--- src/rtl/alu_if.sv ---
// Operand/result bundle for the execute-stage ALU.
// The master drives operands and opcode; the slave (the ALU) returns the registered result and flags.
interface alu_if #(
    parameter int WIDTH = 32
);
    logic             in_valid;
    logic [WIDTH-1:0] data0;
    logic [WIDTH-1:0] data1;
    logic [3:0]       opcode;
    logic [WIDTH-1:0] out;
    logic             out_valid;
    logic             zero;
    logic             negative;
    logic             carry;
    logic             overflow;

    modport master (
        output in_valid, data0, data1, opcode,
        input  out, out_valid, zero, negative, carry, overflow
    );

    modport slave (
        input  in_valid, data0, data1, opcode,
        output out, out_valid, zero, negative, carry, overflow
    );
endinterface

--- src/rtl/alu.sv ---
// Registered integer ALU for the execute stage: one result per accepted operation,
// available one clock after in_valid. Optional macro ALU_MUL_EN adds an unsigned
// low-half multiply on opcode 0111; without it that opcode yields 0.
module alu #(
    parameter int WIDTH = 32
) (
    input logic  clk,
    input logic  rst,
    alu_if.slave bus
);
    localparam int SH_W = $clog2(WIDTH);

    localparam logic [3:0] OP_ADD  = 4'b0000;
    localparam logic [3:0] OP_SUB  = 4'b0001;
    localparam logic [3:0] OP_AND  = 4'b0010;
    localparam logic [3:0] OP_OR   = 4'b0011;
    localparam logic [3:0] OP_XOR  = 4'b0100;
    localparam logic [3:0] OP_NAND = 4'b0101;
    localparam logic [3:0] OP_NOR  = 4'b0110;
    localparam logic [3:0] OP_MUL  = 4'b0111;
    localparam logic [3:0] OP_SLT  = 4'b1000;
    localparam logic [3:0] OP_SLL  = 4'b1001;
    localparam logic [3:0] OP_SRL  = 4'b1010;
    localparam logic [3:0] OP_SRA  = 4'b1011;
    localparam logic [3:0] OP_ROL  = 4'b1100;
    localparam logic [3:0] OP_ROR  = 4'b1101;
    localparam logic [3:0] OP_SLTU = 4'b1110;
    localparam logic [3:0] OP_PASS = 4'b1111;

    // Rotate left; a zero amount leaves the operand unchanged (a >> WIDTH is 0).
    function automatic logic [WIDTH-1:0] rotl(input logic [WIDTH-1:0] a, input logic [SH_W-1:0] s);
        return (a << s) | (a >> (WIDTH - int'(s)));
    endfunction

    // Rotate right; mirror of rotl.
    function automatic logic [WIDTH-1:0] rotr(input logic [WIDTH-1:0] a, input logic [SH_W-1:0] s);
        return (a >> s) | (a << (WIDTH - int'(s)));
    endfunction

    // Signed overflow of a+b (sub=0) or a-b (sub=1) given the modulo result r.
    function automatic logic ovf(input logic sa, input logic sb, input logic sr, input logic sub);
        return sub ? ((sa != sb) && (sr != sa)) : ((sa == sb) && (sr != sa));
    endfunction

    logic signed [WIDTH-1:0] a_s;
    logic signed [WIDTH-1:0] b_s;
    logic        [SH_W-1:0]  sh;
    logic        [WIDTH:0]   sum_p0;
    logic        [WIDTH:0]   diff_p0;
    logic                    borrow_p0;
    logic        [WIDTH-1:0] res_p0;
    logic                    carry_p0;
    logic                    ovf_p0;
    logic        [WIDTH-1:0] prod_p0;

    logic        [WIDTH-1:0] out_p1;
    logic                    vld_p1;
    logic                    zero_p1;
    logic                    neg_p1;
    logic                    carry_p1;
    logic                    ovf_p1;

    assign a_s       = bus.data0;
    assign b_s       = bus.data1;
    assign sh        = bus.data1[SH_W-1:0];
    assign sum_p0    = {1'b0, bus.data0} + {1'b0, bus.data1};
    assign diff_p0   = {1'b0, bus.data0} - {1'b0, bus.data1};
    assign borrow_p0 = diff_p0[WIDTH];

`ifdef ALU_MUL_EN
    assign prod_p0 = bus.data0 * bus.data1;
`else
    assign prod_p0 = '0;
`endif

    // Stage p0: combinational result and arithmetic flags from the current operands.
    always_comb begin
        res_p0   = '0;
        carry_p0 = 1'b0;
        ovf_p0   = 1'b0;
        unique case (bus.opcode)
            OP_ADD: begin
                res_p0   = sum_p0[WIDTH-1:0];
                carry_p0 = sum_p0[WIDTH];
                ovf_p0   = ovf(a_s[WIDTH-1], b_s[WIDTH-1], sum_p0[WIDTH-1], 1'b0);
            end
            OP_SUB: begin
                res_p0   = diff_p0[WIDTH-1:0];
                carry_p0 = borrow_p0;
                ovf_p0   = ovf(a_s[WIDTH-1], b_s[WIDTH-1], diff_p0[WIDTH-1], 1'b1);
            end
            OP_AND:  res_p0 = bus.data0 & bus.data1;
            OP_OR:   res_p0 = bus.data0 | bus.data1;
            OP_XOR:  res_p0 = bus.data0 ^ bus.data1;
            OP_NAND: res_p0 = ~(bus.data0 & bus.data1);
            OP_NOR:  res_p0 = ~(bus.data0 | bus.data1);
            OP_MUL:  res_p0 = prod_p0;
            OP_SLT: begin
                res_p0   = {{(WIDTH-1){1'b0}}, (a_s < b_s)};
                carry_p0 = borrow_p0;
            end
            OP_SLL:  res_p0 = bus.data0 << sh;
            OP_SRL:  res_p0 = bus.data0 >> sh;
            OP_SRA:  res_p0 = a_s >>> sh;
            OP_ROL:  res_p0 = rotl(bus.data0, sh);
            OP_ROR:  res_p0 = rotr(bus.data0, sh);
            OP_SLTU: begin
                res_p0   = {{(WIDTH-1){1'b0}}, borrow_p0};
                carry_p0 = borrow_p0;
            end
            OP_PASS: res_p0 = bus.data0;
            default: res_p0 = '0;
        endcase
    end

    // Stage p1: capture result and flags on valid input; reset forces the idle/zero state.
    always_ff @(posedge clk) begin
        if (rst) begin
            vld_p1   <= 1'b0;
            out_p1   <= '0;
            zero_p1  <= 1'b1;
            neg_p1   <= 1'b0;
            carry_p1 <= 1'b0;
            ovf_p1   <= 1'b0;
        end else begin
            vld_p1 <= bus.in_valid;
            if (bus.in_valid) begin
                out_p1   <= res_p0;
                zero_p1  <= (res_p0 == '0);
                neg_p1   <= res_p0[WIDTH-1];
                carry_p1 <= carry_p0;
                ovf_p1   <= ovf_p0;
            end
        end
    end

    assign bus.out       = out_p1;
    assign bus.out_valid = vld_p1;
    assign bus.zero      = zero_p1;
    assign bus.negative  = neg_p1;
    assign bus.carry     = carry_p1;
    assign bus.overflow  = ovf_p1;
endmodule

--- src/flat_wrapper.sv ---
// flat-port wrapper written by rule: the top's interface ports become plain ports
module alu_flat 
#(
    parameter int WIDTH = 32
)
  (clk, rst, bus_in_valid, bus_data0, bus_data1, bus_opcode, bus_out, bus_out_valid, bus_zero, bus_negative, bus_carry, bus_overflow);
  alu_if #(.WIDTH(WIDTH)) bus_i ();
  input logic clk;
  input logic rst;
  input wire logic [$bits(bus_i.in_valid)-1:0] bus_in_valid;
  input wire logic [$bits(bus_i.data0)-1:0] bus_data0;
  input wire logic [$bits(bus_i.data1)-1:0] bus_data1;
  input wire logic [$bits(bus_i.opcode)-1:0] bus_opcode;
  output wire logic [$bits(bus_i.out)-1:0] bus_out;
  output wire logic [$bits(bus_i.out_valid)-1:0] bus_out_valid;
  output wire logic [$bits(bus_i.zero)-1:0] bus_zero;
  output wire logic [$bits(bus_i.negative)-1:0] bus_negative;
  output wire logic [$bits(bus_i.carry)-1:0] bus_carry;
  output wire logic [$bits(bus_i.overflow)-1:0] bus_overflow;
  assign bus_i.in_valid = bus_in_valid;
  assign bus_i.data0 = bus_data0;
  assign bus_i.data1 = bus_data1;
  assign bus_i.opcode = bus_opcode;
  assign bus_out = bus_i.out;
  assign bus_out_valid = bus_i.out_valid;
  assign bus_zero = bus_i.zero;
  assign bus_negative = bus_i.negative;
  assign bus_carry = bus_i.carry;
  assign bus_overflow = bus_i.overflow;
  alu #(.WIDTH(WIDTH)) u_core (.clk(clk), .rst(rst), .bus(bus_i));
endmodule
--- config.mk ---
export PLATFORM = sky130hd
export DESIGN_NAME = alu_flat
export DESIGN_NICKNAME = d
export VERILOG_FILES = /design/src/rtl/alu_if.sv /design/src/rtl/alu.sv /design/src/flat_wrapper.sv
export SDC_FILE = /design/constraint.sdc
export NUM_CORES = 1
export LEC_CHECK = 0
export CORE_ASPECT_RATIO = 1.4
export CORE_MARGIN = 2
export CORE_UTILIZATION = 57
export CTS_CLUSTER_DIAMETER = 30
export DETAILED_ROUTE_END_ITERATION = 6
export MAX_ROUTING_LAYER = met4
export PLACE_DENSITY = 0.85
export SLEW_MARGIN = 20
export SYNTH_ARGS = -nofsm -noshare
export SYNTH_HDL_FRONTEND = slang
export SYNTH_SLANG_ARGS = --single-unit
--- constraint.sdc ---
create_clock -name clk -period 5.25 [get_ports clk]
set_clock_uncertainty 0.1 [all_clocks]
set_input_delay 0.7875 -clock clk [delete_from_list [all_inputs] [get_ports clk]]
set_output_delay 0.7875 -clock clk [all_outputs]
set_load 0.03 [all_outputs]
==> impl_results.md, run 1 <==
* Status: did not finish
* Stop stage: global routing
* Run Error: [ERROR GRT-0116] Global routing finished with congestion. Check the congestion regions in the DRC Viewer.
* Global route overflow at 269
* Initial Util at 0.576
* Clock Path Buffers at 2
* Asr flop ratio synth at 0
* Sequential area share after synthesis at 0.0431
* Placer congestion estimate at 1.66
* Chip Width at 149 um
* Post-synthesis cell type count at 97
* CTS Sinks at 36
* Post-synthesis instance total at 2412
* Inst Count DP at 2951
* Post-cts repair resize count at 0
* Yosys warns at 0
* First-pass GRT wire length at 167 mm
* Post-synth EDFFs at 0
* FP Rows at 74
* DIE HEIGHT at 207 um
* Cell area after synthesis at 16700 sq um
* Setup bufs post-CTS at 0
* Cell Area, Placed at 19500 sq um
* Worst slack, placed at -137 ps
* Gr usage total at 0.727
* Vias in the first global route at 25.6k
* Root Driver: clkbuf_16
* DP HPWL at 70.1 mm
* IO Pins at 108
* Pin count of the biggest net entering global routing at 73
* Avg Cell Area, Syn at 6.94 sq um
* I/O Buffers at 107
* Synth Register Bits at 36
* Top_reg_cell synth: dfxtp_1
* CTS Hold Bufs at 0
* TritonCTS buffer count at 5
* Synthesized net count at 2583
* H-tree depth at 2
-- metal layers --
layer,overflow,GRT usage
met2,157,0.876
met5,-,-
met1,13,0.705
met4,78,0.696
met3,21,0.587
-- kinds of logic after synthesis --
group | Yosys count | synth area share
buf+inv | 349 | 0.0898
flops | 36 | 0.0431
compound gates | 796 | 0.326
xor+xnor | 28 | 0.0162
mux | 271 | 0.218
simple gates | 832 | 0.232
fa+ha+maj | 100 | 0.0756
-- Yosys cell counts (22+ instances only) --
master | number | area share
a211oi_1 | 65 | 0.029
a21oi_1 | 176 | 0.053
a221oi_1 | 24 | 0.013
a22oi_1 | 24 | 0.011
a31oi_1 | 38 | 0.014
buf_2 | 68 | 0.020
clkbuf_1 | 126 | 0.028
dfxtp_1 | 36 | 0.043
ha_1 | 98 | 0.073
inv_1 | 111 | 0.025
mux2_2 | 62 | 0.042
mux2i_1 | 139 | 0.083
mux4_2 | 67 | 0.090
nand2_1 | 230 | 0.052
nand2b_1 | 27 | 0.010
nand3_1 | 48 | 0.014
nand4_1 | 22 | 0.0082
nor2_1 | 280 | 0.063
nor2b_1 | 28 | 0.010
nor3_1 | 82 | 0.025
o211ai_1 | 40 | 0.018
o21ai_0 | 137 | 0.041
o221ai_1 | 26 | 0.014
o22ai_1 | 36 | 0.013
-- stage by stage --
step	hold WS, ps	TNS (ps)
CTS	385	0
detailed placement	378	-224
global placement	363	-75.6
floorplan	498	0
==> run 2, diff against run 1 <==
- CORE_ASPECT_RATIO: 1.4 -> unset
- CORE_UTILIZATION: 57 -> 40
- CTS_CLUSTER_DIAMETER: 30 -> unset
- MAX_ROUTING_LAYER: met4 -> unset
- PLACE_DENSITY: 0.85 -> unset
- PLACE_DENSITY_LB_ADDON: unset -> 0.15
- clock period: 5.25 -> 6.8 ns (I/O delays scaled with it)
==> run 2 against run 1 <==
Net effect:
- the flow now finishes, with violations (design-rule violations)
- synthesized cell count unchanged
- area after synthesis did not move
==> impl_results.md, run 2 <==
* Status: complete, but fails checks
* Failing checks: design-rule violations
* CTS Sinks at 36
* Leakage dissipation at 7.53 nW
* Fmax at 148 MHz
* Drt wl/cell at 39.7 um
* Cell area after synthesis at 16700 sq um
* Logic pwr share at 0.813
* Tmin final at 6760 ps
* Yosys top cell by area: mux4_2
* RSZ-0062 raised after global routing: no
* Vias in the first global route at 21.1k
* IO Pins at 108
* DR vias at 23.4k
* Hold Vio Cnt, Final at 0
* Critical path type: primary input to flip-flop
* Via density at 7.71
* Top-count cell post-synth: nor2_1
* First-pass GRT wire length at 164 mm
* Gr usage total at 0.527
* Post-route DRC at 5
* Pwr Density at 131 nW/um^2
* Synth Register Bits at 36
* Clock Path Buffers at 2
* Commonest non-fill, non-tap cells in the layout: nor2_1 (279), nand2_1 (230), buf_4 (192)
* Crit path capture: u_core.bus.zero
* Sw Ratio at 0.586
* Synthesized net count at 2583
* Synth cell count leaders: nor2_1 (280), nand2_1 (230), a21oi_1 (176), mux2i_1 (139), o21ai_0 (137)
* Final WL at 120 mm
* Top_reg_cell synth: dfxtp_1
* Fillers at 4260
* Clock-pin slew on the worst setup and hold paths at 50 ps
* Crit-path cells: clkdlybuf4s50_1 -> buf_4 -> mux2i_1 -> mux2i_1 -> nand2_1 -> o21ai_0 -> o21ai_0 -> nand4_1 -> a221oi_1 -> nand2_1 -> nor4b_1 -> and4_1 -> and4bb_1 -> a41o_1
* Sequential standard cell area at 721 sq um
* Asr flop ratio synth at 0
* CP Capture Type: flip-flop
* Fin. max-slew vios at 0
* Max FO, Critical Path at 9
* Fraction of layout cells with a size suffix above 1 at 0.152
* DR pass1 iterations at 7
* Cell Area, Placed at 18900 sq um
* Yosys top cell area share at 0.0901
* CTS Hold Bufs at 0
* Slowest CP cell: o21ai_0
* Post-synthesis cell type count at 97
* Hold Crit Start: u_core.bus.out[11]
* Final ANT Viol Nets at 0
* Final #Nets at 2656
* Peak supply drop at 0.000108 V
* Max_slew headroom at 0.0968
* Post-synth EDFFs at 0
* R2R setup slack at 5630 ps
* DIE HEIGHT at 209 um
* Fin util at 0.464
* TritonCTS buffer count at 5
* Clk Latency, worst-skew pair at 270 ps
* DIE AREA at 43500 sq um
* Final setup violation count at 0
* HP Class: flip-flop to flip-flop
* Global route overflow at 0
* RR Endpoint: u_core.bus.out[16]
* Final critical-path share of the clock period at 0.994
* Switch Pwr at 0.00147 W
* Initial Util at 0.407
* Starting DRT DRC Count at 4573
* Worst r2r path cells at 2
* Max Cap Viol at 0
* DP HPWL at 93.8 mm
* Int Power at 0.00104 W
* Placer congestion estimate at 1.13
* Slew @ Worst Pin at 1340 ps
* Avg Cell Area, Syn at 6.94 sq um
* Chip Width at 209 um
* Critical path arrival at 6870 ps
* Reg power frac at 0.097
* Yosys warns at 0
* FP Rows at 74
* Commonest non-fill, non-tap cell in the layout: nor2_1
* Post-synthesis instance total at 2412
* CP max stage delay at 1130 ps
* Sequential area share after synthesis at 0.0431
* Critical path startpoint category: primary input
* Max reg flops at 31
* Reg-to-reg startpoint: u_core.bus.out[16]
* Critical Path RT at 6910 ps
* Initial antenna violation count at 11
* Fin Setup TNS at 0 ps
* Setup bufs post-CTS at 0
* Fin area at 19100 sq um
* H-tree depth at 2
* Top cells by area, synth: mux4_2 (9.0%), mux2i_1 (8.3%), ha_1 (7.3%)
* Clock share of power at 0.090
* Pin count of the biggest net entering global routing at 104
* Syn-to-layout area delta at 14.1%
* Multi-input gate area at 14600 sq um
* Post-cts repair resize count at 0
* I/O Buffers at 107
* Worst Setup SP: bus_data0[15]
* Root Driver: clkbuf_16
* Floorplan core area at 41100 sq um
* TritonCTS clock tree: done
[run 2: cell counts after synthesis]
No cell type changed its count.
[run 2: final cells by class]
class                           instances  area share
Multi-Input combinational cell       2027       0.762
Inverter                              114      0.0224
Sequential cell                        36      0.0377
Timing Repair Buffer                  301       0.134
Clock buffer                            8     0.00767
Tap cell                              532      0.0349
Antenna cell                           10     0.00131
[run 2: worst max-delay path, delay by kind of cell]
family          cells  cell delay, ps
buf+inv             2            1400
compound gates      4            2210
mux                 2             430
simple gates        6            1790
[run 2: worst min path at each step]
stage / depth (start not counted) / end
4_1_cts: 2 / u_core.bus.out[1]
3_5_place_dp: 2 / u_core.bus.out[1]
3_3_place_gp: 2 / u_core.bus.out[3]
2_1_floorplan: 2 / u_core.bus.out[3]
6_report: 2 / u_core.bus.out[11]
5_1_grt: 2 / u_core.bus.out[11]
[run 2: stage by stage]
step	setup slack [ps]	instances	total power, W	hold slack [ps]
final	42.7	3028	0.00250	388
after floorplan	1340	2412	0.00132	498
after CTS	812	3018	0.00236	386
after global routing	252	3018	0.00252	399
after detailed placement	576	3010	0.00213	379
after global placement	314	3010	0.00212	371
[run 2: power by group through the flow]
stage | combinational, W | sequential, W | clock (W)
2_1_floorplan | 0.00104 | 0.000281 | 0
3_3_place_gp | 0.00187 | 0.000246 | 0
3_5_place_dp | 0.00188 | 0.000247 | 0
4_1_cts | 0.00189 | 0.000243 | 0.000228
5_1_grt | 0.00204 | 0.000245 | 0.000236
6_report | 0.00204 | 0.000243 | 0.000226
[run 2: kinds of logic after synthesis]
kind of cell | count (synthesis) | synth area share
and+or+nand+nor | 832 | 0.232
AOI/OAI and AO/OA | 796 | 0.326
buffers and inverters | 349 | 0.0898
muxes | 271 | 0.218
adders and majority gates | 100 | 0.0756
DFF | 36 | 0.0431
xor gates and xnor gates | 28 | 0.0162
[run 2: metal layers]
metal  track usage  wire length [um]  up-vias
li1              -                 -     9285
met1         0.642             43100    11026
met2         0.735             46300     2436
met3         0.233             19300      598
met4         0.374             11400       10
met5             0                65        -
Note: power is estimated with default switching activity, not from simulation.
==> run 3, diff against run 2 <==
- HOLD_SLACK_MARGIN: unset -> 0.03
- REMOVE_ABC_BUFFERS: unset -> 1
==> run 3 against run 2 <==
Net effect:
- the flow now finishes without violations
- final cell count is 0.96% lower
- power is 3.3% lower
- combinational power is 5% lower
- sequential power hardly changed
- register-to-register slack better by 290 ps
- via count is 2.0% lower
- worst hold slack worse by 7.9 ps
- cell area is 0.68% lower
- fmax is 6.5% higher
- global-route usage is 3.5 points lower
- non-clock buffer count is 21 lower
==> impl_results.md, run 3 (synthesis results as in run 2) <==
* Hold worst-path end: u_core.bus.out[7]
* Max FO, Critical Path at 13
* Hold Crit Start: u_core.bus.out[7]
* R2R setup slack at 5920 ps
* CP bufs+invs at 3
* Fillers at 4328
* Hold depth at 2
* Critical Path RT at 6930 ps
* Post-cts repair resize count at 0
* Reg power frac at 0.099
* Fraction of layout cells with a size suffix above 1 at 0.147
* Syn-to-layout area delta at 13.3%
* Starting DRT DRC Count at 3965
* Pwr Density at 128 nW/um^2
* Drt wl/cell at 37.3 um
* Final setup violation count at 0
* FP Rows at 74
* DIE AREA at 43500 sq um
* Gr usage total at 0.492
* Hold Vio Cnt, Final at 0
* CP Capture Type: flip-flop
* Initial antenna violation count at 7
* Leakage dissipation at 7.45 nW
* Status: finished, final reports clean
* I/O Buffers at 107
* Root Driver: clkbuf_16
* IO Pins at 108
* Clock Path Buffers at 2
* Worst r2r path cells at 2
* Sw Ratio at 0.572
* Reg-to-reg startpoint: u_core.bus.zero
* First-pass GRT wire length at 156 mm
* Crit-path cells: clkdlybuf4s50_1 -> inv_1 -> ha_1 -> nor2_1 -> inv_1 -> a2111oi_2 -> a21oi_1 -> o21ai_0 -> nor2_1 -> nor3_1 -> a31oi_1 -> a211oi_1 -> and4_1 -> and4bb_1 -> a41o_1
* Max reg flops at 31
* Max Cap Viol at 0
* Max_slew headroom at 0.147
* Post-route DRC at 0
* HP Class: flip-flop to flip-flop
* Switch Pwr at 0.00139 W
* Tmin final at 6340 ps
* Vias in the first global route at 21.2k
* Chip Width at 209 um
* Floorplan core area at 41100 sq um
* DP HPWL at 86.1 mm
* Int Power at 0.00104 W
* DIE HEIGHT at 209 um
* TritonCTS buffer count at 5
* Commonest non-fill, non-tap cell in the layout: nor2_1
* Clock share of power at 0.101
* Global route overflow at 0
* H-tree depth at 2
* DR vias at 22.9k
* Fmax at 158 MHz
* CTS Sinks at 36
* Critical path type: primary input to flip-flop
* Multi-input gate area at 14600 sq um
* Slowest CP cell: a211oi_1
* Slew @ Worst Pin at 1280 ps
* RR Endpoint: u_core.bus.zero
* Fin Setup TNS at 0 ps
* Clk Latency, worst-skew pair at 290 ps
* Fin Hold WS at 380 ps
* Critical path arrival at 6470 ps
* Fin. max-slew vios at 0
* Tot Pwr at 0.00242 W
* Clock-pin slew on the worst setup and hold paths at 60 ps
* Final critical-path share of the clock period at 0.933
* Initial Util at 0.407
* Setup bufs post-CTS at 0
* Critical path's top delay family: compound AO/OA/AOI/OAI gates
* Peak supply drop at 0.000113 V
* Final #Nets at 2635
* CTS Hold Bufs at 0
* Final WL at 112 mm
* RSZ-0062 raised after global routing: no
* DR pass1 iterations at 7
* Final ANT Viol Nets at 0
* Via density at 7.63
* TritonCTS clock tree: done
* Critical path startpoint category: primary input
* Pin count of the biggest net entering global routing at 126
* CP max stage delay at 900 ps
* Worst Setup SP: bus_data0[10]
* Commonest non-fill, non-tap cells in the layout: nor2_1 (277), nand2_1 (230), a21oi_1 (176)
* Sequential standard cell area at 721 sq um
* Logic pwr share at 0.800
* Placer congestion estimate at 1.15
-- run 3: worst max-delay path by stage --
stage | endpoint | slack, ps | cells past startpoint
6_report | u_core.bus.zero | 460 | 15
5_1_grt | u_core.bus.zero | 440 | 15
4_1_cts | u_core.bus.zero | 680 | 16
3_5_place_dp | u_core.bus.zero | 390 | 16
3_3_place_gp | u_core.bus.zero | 450 | 16
2_1_floorplan | u_core.bus.zero | 120 | 13
-- run 3: layout make-up --
type	instances	area share
tap	532	0.0351
multi-input combinational	2027	0.768
timing repair buffer	280	0.128
clock buffer	7	0.00805
inverter	114	0.0226
sequential	36	0.0380
antenna	3	0.000396
-- run 3: power by group through the flow --
stage	sequential, W	combinational, W	clock [W]
6_report	0.000240	0.00194	0.000244
2_1_floorplan	0.000282	0.000931	0
5_1_grt	0.000242	0.00197	0.000255
3_3_place_gp	0.000244	0.00180	0
3_5_place_dp	0.000244	0.00181	0
4_1_cts	0.000240	0.00182	0.000250
-- run 3: tightest hold or removal path: stages, from the launching register on --
cell and delay, ps:
dfxtp_1 310, nor2_1 80, nor3_1 50
-- run 3: per-stage QoR --
step | instances | utilization | setup WS, ps | area (sq um)
5_1_grt | 2997 | 0.461 | 442 | 19000
6_report | 2999 | 0.461 | 458 | 19000
3_3_place_gp | 2989 | 0.457 | 450 | 18800
4_1_cts | 2996 | 0.461 | 679 | 19000
2_1_floorplan | 2177 | - | 123 | 15700
3_5_place_dp | 2989 | 0.457 | 394 | 18800
-- run 3: per-layer routing --
| layer | share of wire | routed length, um | global-route usage | vias to the layer above |
|---|---|---|---|---|
| met1 | 0.35 | 39400 | 0.594 | 10838 |
| li1 | - | - | - | 9223 |
| met2 | 0.41 | 45700 | 0.731 | 2170 |
| met4 | 0.095 | 10600 | 0.361 | 12 |
| met5 | 0.00069 | 77 | 0 | - |
| met3 | 0.14 | 16100 | 0.159 | 638 |
